**config.mk**
```make
export PLATFORM = sky130hd
export DESIGN_NAME = smem_irq_gate
export DESIGN_NICKNAME = d
export VERILOG_FILES = /design/src/rtl/smem_pkg.sv /design/src/rtl/smem_range_dec.sv /design/src/rtl/smem_irq_gate.sv
export SDC_FILE = /design/constraint.sdc
export NUM_CORES = 1
export LEC_CHECK = 0
export BUFFER_PORTS_ARGS = -buffer_cell sky130_fd_sc_hd__buf_4
export CORE_ASPECT_RATIO = 1.75
export CORE_UTILIZATION = 48
export CTS_CLUSTER_DIAMETER = 150
export CTS_CLUSTER_SIZE = 10
export DETAILED_ROUTE_END_ITERATION = 8
export HOLD_SLACK_MARGIN = 0.15
export PLACE_DENSITY_LB_ADDON = 0.15
export SYNTH_ARGS = -nofsm -noshare
export SYNTH_HDL_FRONTEND = slang
export SYNTH_HIERARCHICAL = 1
export SYNTH_SLANG_ARGS = --single-unit
```
**constraint.sdc**
```tcl
create_clock -name clk -period 3 [get_ports clk]
set_input_delay 0 -clock clk [delete_from_list [all_inputs] [get_ports clk]]
set_output_delay 0 -clock clk [all_outputs]
set_load 0.03 [all_outputs]
```
**src/rtl/smem_pkg.sv**
```systemverilog
// Shared definitions for secure-memory (SMEM) monitors: address width,
// interrupt line count, reset handler address and the IRQ gate state type.
package smem_pkg;

    localparam int          ADDR_W        = 16;
    localparam int          NUM_IRQ       = 14;
    localparam logic [15:0] RESET_HANDLER = 16'hFFFE;

    typedef enum logic [1:0] {
        ST_IDLE  = 2'd0,
        ST_HOLD  = 2'd1,
        ST_DRAIN = 2'd2,
        ST_VIOL  = 2'd3
    } gate_state_e;

    // A request raised in the same cycle as its accept stays pending.
    function automatic logic [NUM_IRQ-1:0] set_wins_clear(
        input logic [NUM_IRQ-1:0] pend,
        input logic [NUM_IRQ-1:0] set,
        input logic [NUM_IRQ-1:0] clr
    );
        return (pend & ~clr) | set;
    endfunction

endpackage

```
**src/rtl/smem_range_dec.sv**
```systemverilog
// SMEM address-range decoder. The window ends two bytes before
// SMEM_BASE+SMEM_SIZE so that only word-aligned fetch addresses that lie
// wholly inside the region count as SMEM.
module smem_range_dec
    import smem_pkg::*;
#(
    parameter logic [ADDR_W-1:0] SMEM_BASE = 16'hE000,
    parameter logic [ADDR_W-1:0] SMEM_SIZE = 16'h1000
) (
    input  logic [ADDR_W-1:0] pc,
    output logic              in_smem
);

    localparam logic [ADDR_W-1:0] SMEM_LAST = SMEM_BASE + SMEM_SIZE - 16'd2;

    assign in_smem = (pc >= SMEM_BASE) && (pc <= SMEM_LAST);

endmodule

```
**src/rtl/smem_irq_gate.sv**
```systemverilog
// Interrupt gate for secure memory. While the CPU executes from SMEM all
// interrupts are masked and collected; once execution leaves SMEM the
// collected requests are replayed until the CPU accepts each one.
// Optional feature macro: SMEM_IRQ_GATE_TIMEOUT_EN adds a hold-time
// counter that forces a sticky violation state when SMEM keeps interrupts
// blocked for MAX_HOLD consecutive cycles.
module smem_irq_gate
    import smem_pkg::*;
#(
    parameter logic [15:0] SMEM_BASE = 16'hE000,
    parameter logic [15:0] SMEM_SIZE = 16'h1000,
    parameter logic [15:0] MAX_HOLD  = 16'd4096
) (
    input  logic               clk,
    input  logic               rst_n,
    input  logic [15:0]        pc,
    input  logic [NUM_IRQ-1:0] irq_in,
    input  logic [NUM_IRQ-1:0] irq_acc,
    output logic [NUM_IRQ-1:0] irq_out,
    output logic [NUM_IRQ-1:0] irq_pend,
    output logic               violation
);

    logic               in_smem;
    gate_state_e        state_q, state_d;
    logic [NUM_IRQ-1:0] pend_q, pend_d;
    logic [NUM_IRQ-1:0] irq_out_c;

    smem_range_dec #(
        .SMEM_BASE (SMEM_BASE),
        .SMEM_SIZE (SMEM_SIZE)
    ) u_range_dec (
        .pc      (pc),
        .in_smem (in_smem)
    );

`ifdef SMEM_IRQ_GATE_TIMEOUT_EN
    logic [15:0] cnt_q, cnt_d;
    logic [15:0] cnt_inc;
    logic        hold_expired;

    // Saturating count of consecutive HOLD cycles including the current one.
    always_comb begin
        cnt_inc      = (cnt_q == 16'hFFFF) ? cnt_q : cnt_q + 16'd1;
        hold_expired = (state_q == ST_HOLD) && in_smem && (cnt_inc >= MAX_HOLD);
    end
`else
    logic unused_max_hold;
    assign unused_max_hold = ^MAX_HOLD;
`endif

    // Next-state, pending-set and gated-output decode.
    always_comb begin
        state_d   = state_q;
        pend_d    = pend_q;
        irq_out_c = '0;
        unique case (state_q)
            ST_IDLE: begin
                irq_out_c = irq_in;
                pend_d    = '0;
                if (in_smem) begin
                    // The request masked on the entry cycle is kept, not lost.
                    state_d = ST_HOLD;
                    pend_d  = irq_in;
                end
            end
            ST_HOLD: begin
                pend_d    = pend_q | irq_in;
                irq_out_c = pend_q | irq_in;
                if (!in_smem) begin
                    state_d = (pend_d != '0) ? ST_DRAIN : ST_IDLE;
                end
`ifdef SMEM_IRQ_GATE_TIMEOUT_EN
                if (hold_expired) begin
                    state_d = ST_VIOL;
                    pend_d  = '0;
                end
`endif
            end
            ST_DRAIN: begin
                irq_out_c = pend_q | irq_in;
                if (in_smem) begin
                    // Output is masked on re-entry, so accepts cannot apply.
                    state_d = ST_HOLD;
                    pend_d  = pend_q | irq_in;
                end else begin
                    pend_d  = set_wins_clear(pend_q, irq_in, irq_acc);
                    state_d = (pend_d == '0) ? ST_IDLE : ST_DRAIN;
                end
            end
            ST_VIOL: begin
                pend_d = '0;
                if (pc == RESET_HANDLER) begin
                    state_d = ST_IDLE;
                end
            end
            default: begin
                state_d = ST_IDLE;
                pend_d  = '0;
            end
        endcase
        if (in_smem) begin
            irq_out_c = '0;
        end
        if (state_q == ST_VIOL) begin
            irq_out_c = '0;
        end
    end

`ifdef SMEM_IRQ_GATE_TIMEOUT_EN
    // Counter runs only while staying in HOLD and restarts on every entry.
    always_comb begin
        cnt_d = '0;
        if ((state_q == ST_HOLD) && (state_d == ST_HOLD)) begin
            cnt_d = cnt_inc;
        end
    end

    // Hold counter register.
    always_ff @(posedge clk or negedge rst_n) begin
        if (!rst_n) begin
            cnt_q <= '0;
        end else begin
            cnt_q <= cnt_d;
        end
    end

    assign violation = (state_q == ST_VIOL);
`else
    assign violation = 1'b0;
`endif

    // Gate state and pending-request registers.
    always_ff @(posedge clk or negedge rst_n) begin
        if (!rst_n) begin
            state_q <= ST_IDLE;
            pend_q  <= '0;
        end else begin
            state_q <= state_d;
            pend_q  <= pend_d;
        end
    end

    assign irq_out  = irq_out_c;
    assign irq_pend = pend_q;

endmodule

```
==> out/metrics.yaml <==
outcome:
  status: "finished clean"
logic_synthesis:
  ys_ff_latch: 16
  synth.avg_cell_area_um2: 7.82
  async_flop_share_pct: 100
  postSynthCellCount: 178
  yosysSeqAreaShare_pct: 28.8
  synth_warnings: 6
  synth_common_cells: "nor2_1 (40), dfrtp_1 (16), inv_1 (16)"
  synth.distinct_cells: 31
  syn-num-nets: 230
  synthTopCellsByArea: "dfrtp_1 (29%), nor2_1 (11%), o221a_2 (11%), a22oi_1 (7.6%), ha_1 (5.4%)"
  syn_area_um2: 1390
  yosys.area.top_type: "dfrtp_1"
  yosysTopAreaCellShare_pct: 28.8
  yosysMostFrequentCell: "nor2_1"
  synth_ff_type: "dfrtp_1"
  synth_edf_count: 0
drt:
  routed-via-count: 1809
  wl_per_cell_um: 17.9
  drc: 0
  vias_per_cell: 6.37
  wirelength_um: 5080
  ant_nets: 0
  first_pass_iters: 5
  first_iter_violations: 109
critical_path:
  cp_max_fo: 15
  worst_setup_path_start_kind: "register"
  worstSetupPathType: "reg2out"
  cp.required_ns: 3.00
  arrival_ns: 2.37
  endpoint_kind: "primary output"
  regToRegSetupSlack_ns: 0.98
finish:
  final_core_util_pct: 78.0
  area_growth_pct: 52.6
  nNetsFinal: 311
  drive_gt1_share_pct: 37.0
  n_antenna_cell: 0
  fillers: 211
die:
  die_y_um: 73.2
  dieArea_um2: 3130
  ios: 75
  die_x_um: 42.7
  num_rows: 25
  core_area_um2: 2720
  initial_core_util_pct: 51.1
sta:
  fin_crit_ns: 2.37
  fin_skew_ns: 0.00275
  hold_viol_final: 0
  slew_violations: 0
  rsz0062_at_grt: "false"
  setup_tns_ns: 0
  worst_pin_slew_ns: 0.619
  setup_violations: 0
  timing.slew.headroom_pct: 58.7
  hold-worst-slack_ns: 0.145
  period_share_pct: 78.9
  fmax_ghz: 0.423
place:
  dp_hpwl_um: 3580
  gp_congestion: 0.906
  io_buffers: 73
global_route:
  antenna_found_initial: 0
  grt_pass1_vias: 1806
  overflow: 0
  grt_usage_pct: 34.1
  grt_pass1_wl_um: 8160
  grt_start_max_net_pins: 32
pwr:
  powerDensity_nw_per_um2: 1120
  p_leak_nw: 1.04
  irDropWorstVdd_mv: 0.695
clock_network:
  cts_resized: 0
  cts_buffers: 3
  cts.clk_slew.worst_paths_ns: 0.07
  tritoncts: "built"
  clock_sinks: 16
  root_buffer: "clkbuf_8"
  cts_buffer_depth: 2
  cts_max_level: 1
  clk_latency_ns: 0.26
flow_run:
  cap_violations: 0
worst_hold_path:
  min_path_type: "in2async"
==> state kept, by name (all words and copies together), names as in the netlist <==
| signal | count |
|---|---|
| state_q | 2 |
| irq_pend | 14 |
==> path summary, 6_finish.rpt <==
kind	startpoint	to	cells after the start
min in group clk	irq_acc[0]	irq_pend[0]	3
worst min register to register	state_q[0]	state_q[0]	2
worst max-delay path	state_q[0]	irq_out[0]	6
worst min-delay path	rst_n	irq_pend[10]	2
max in group asynchronous	rst_n	irq_pend[13]	2
worst max register to register	state_q[1]	irq_pend[4]	4
==> cells in the final DEF, fill, tap and decap left out, drive strengths merged, types with 2 or more instances in the layout <==
cell,instances
buf,75
o221a,13
nand4,8
nor3,2
o22ai,6
ha,6
inv,16
dlygate4sd3,15
a22oi,14
nor4,7
nor2b,3
nand4b,2
o31a,2
or3,2
mux2i,2
nor2,40
a221oi,2
dfrtp,16
clkbuf,3
nor3b,3
a21oi,10
==> kinds of logic after synthesis <==
kind of cell,share of synthesized area [%]
simple gates,25.8
buf+inv,8.63
fa+ha+maj,5.40
mux,1.44
other cells,0.270
flops,28.8
compound gates,29.7
==> what timing repair did <==
| item | 4_1_cts | 5_1_grt |
|---|---|---|
| setup buffers | 0 | 0 |
| hold buffers | 15 | 0 |
| endpoints found under the hold margin | 30 | 0 |
==> stage by stage <==
| step | std cells | setup WS [ns] | cell area (µm²) | power [mW] |
|---|---|---|---|---|
| global route | 284 | 0.451 | 2120 | 2.55 |
| detailed placement | 266 | 0.913 | 1930 | 2.18 |
| global placement | 266 | 0.941 | 1930 | 2.14 |
| floorplan | 178 | 1.13 | 1390 | 1.62 |
| CTS | 284 | 0.638 | 2120 | 2.37 |
| finish | 284 | 0.634 | 2120 | 2.38 |
==> per-layer routing <==
metal | track usage (%) | routed length (µm)
met1 | 37.1 | 1790
met2 | 62.3 | 2780
met3 | 4.70 | 365
met4 | 17.0 | 146
met5 | 0 | 0
==> critical path: stages, from the launching register on <==
cell and delay (ns):
dfrtp_1 0.41, inv_1 0.11, ha_1 0.61, or2_1 0.50
a22oi_1 0.14, nor2_1 0.14, buf_4 0.18
==> power by group <==
part | internal (mW) | switching (mW)
sequential | 0.301 | 0.108
clock | 0.0894 | 0.0788
combinational | 0.682 | 1.12
total | 1.07 | 1.31
==> area by class of cell <==
class / instances / area, µm² / share of cell area [%]
timing repair buffer: 90 / 713 / 33.6
multi-input combinational: 131 / 871 / 41.0
inverter: 17 / 63.8 / 3.01
tap: 27 / 33.8 / 1.59
sequential: 16 / 400 / 18.9
clock buffer: 3 / 41.3 / 1.94
(Power assumes the default switching activity.)
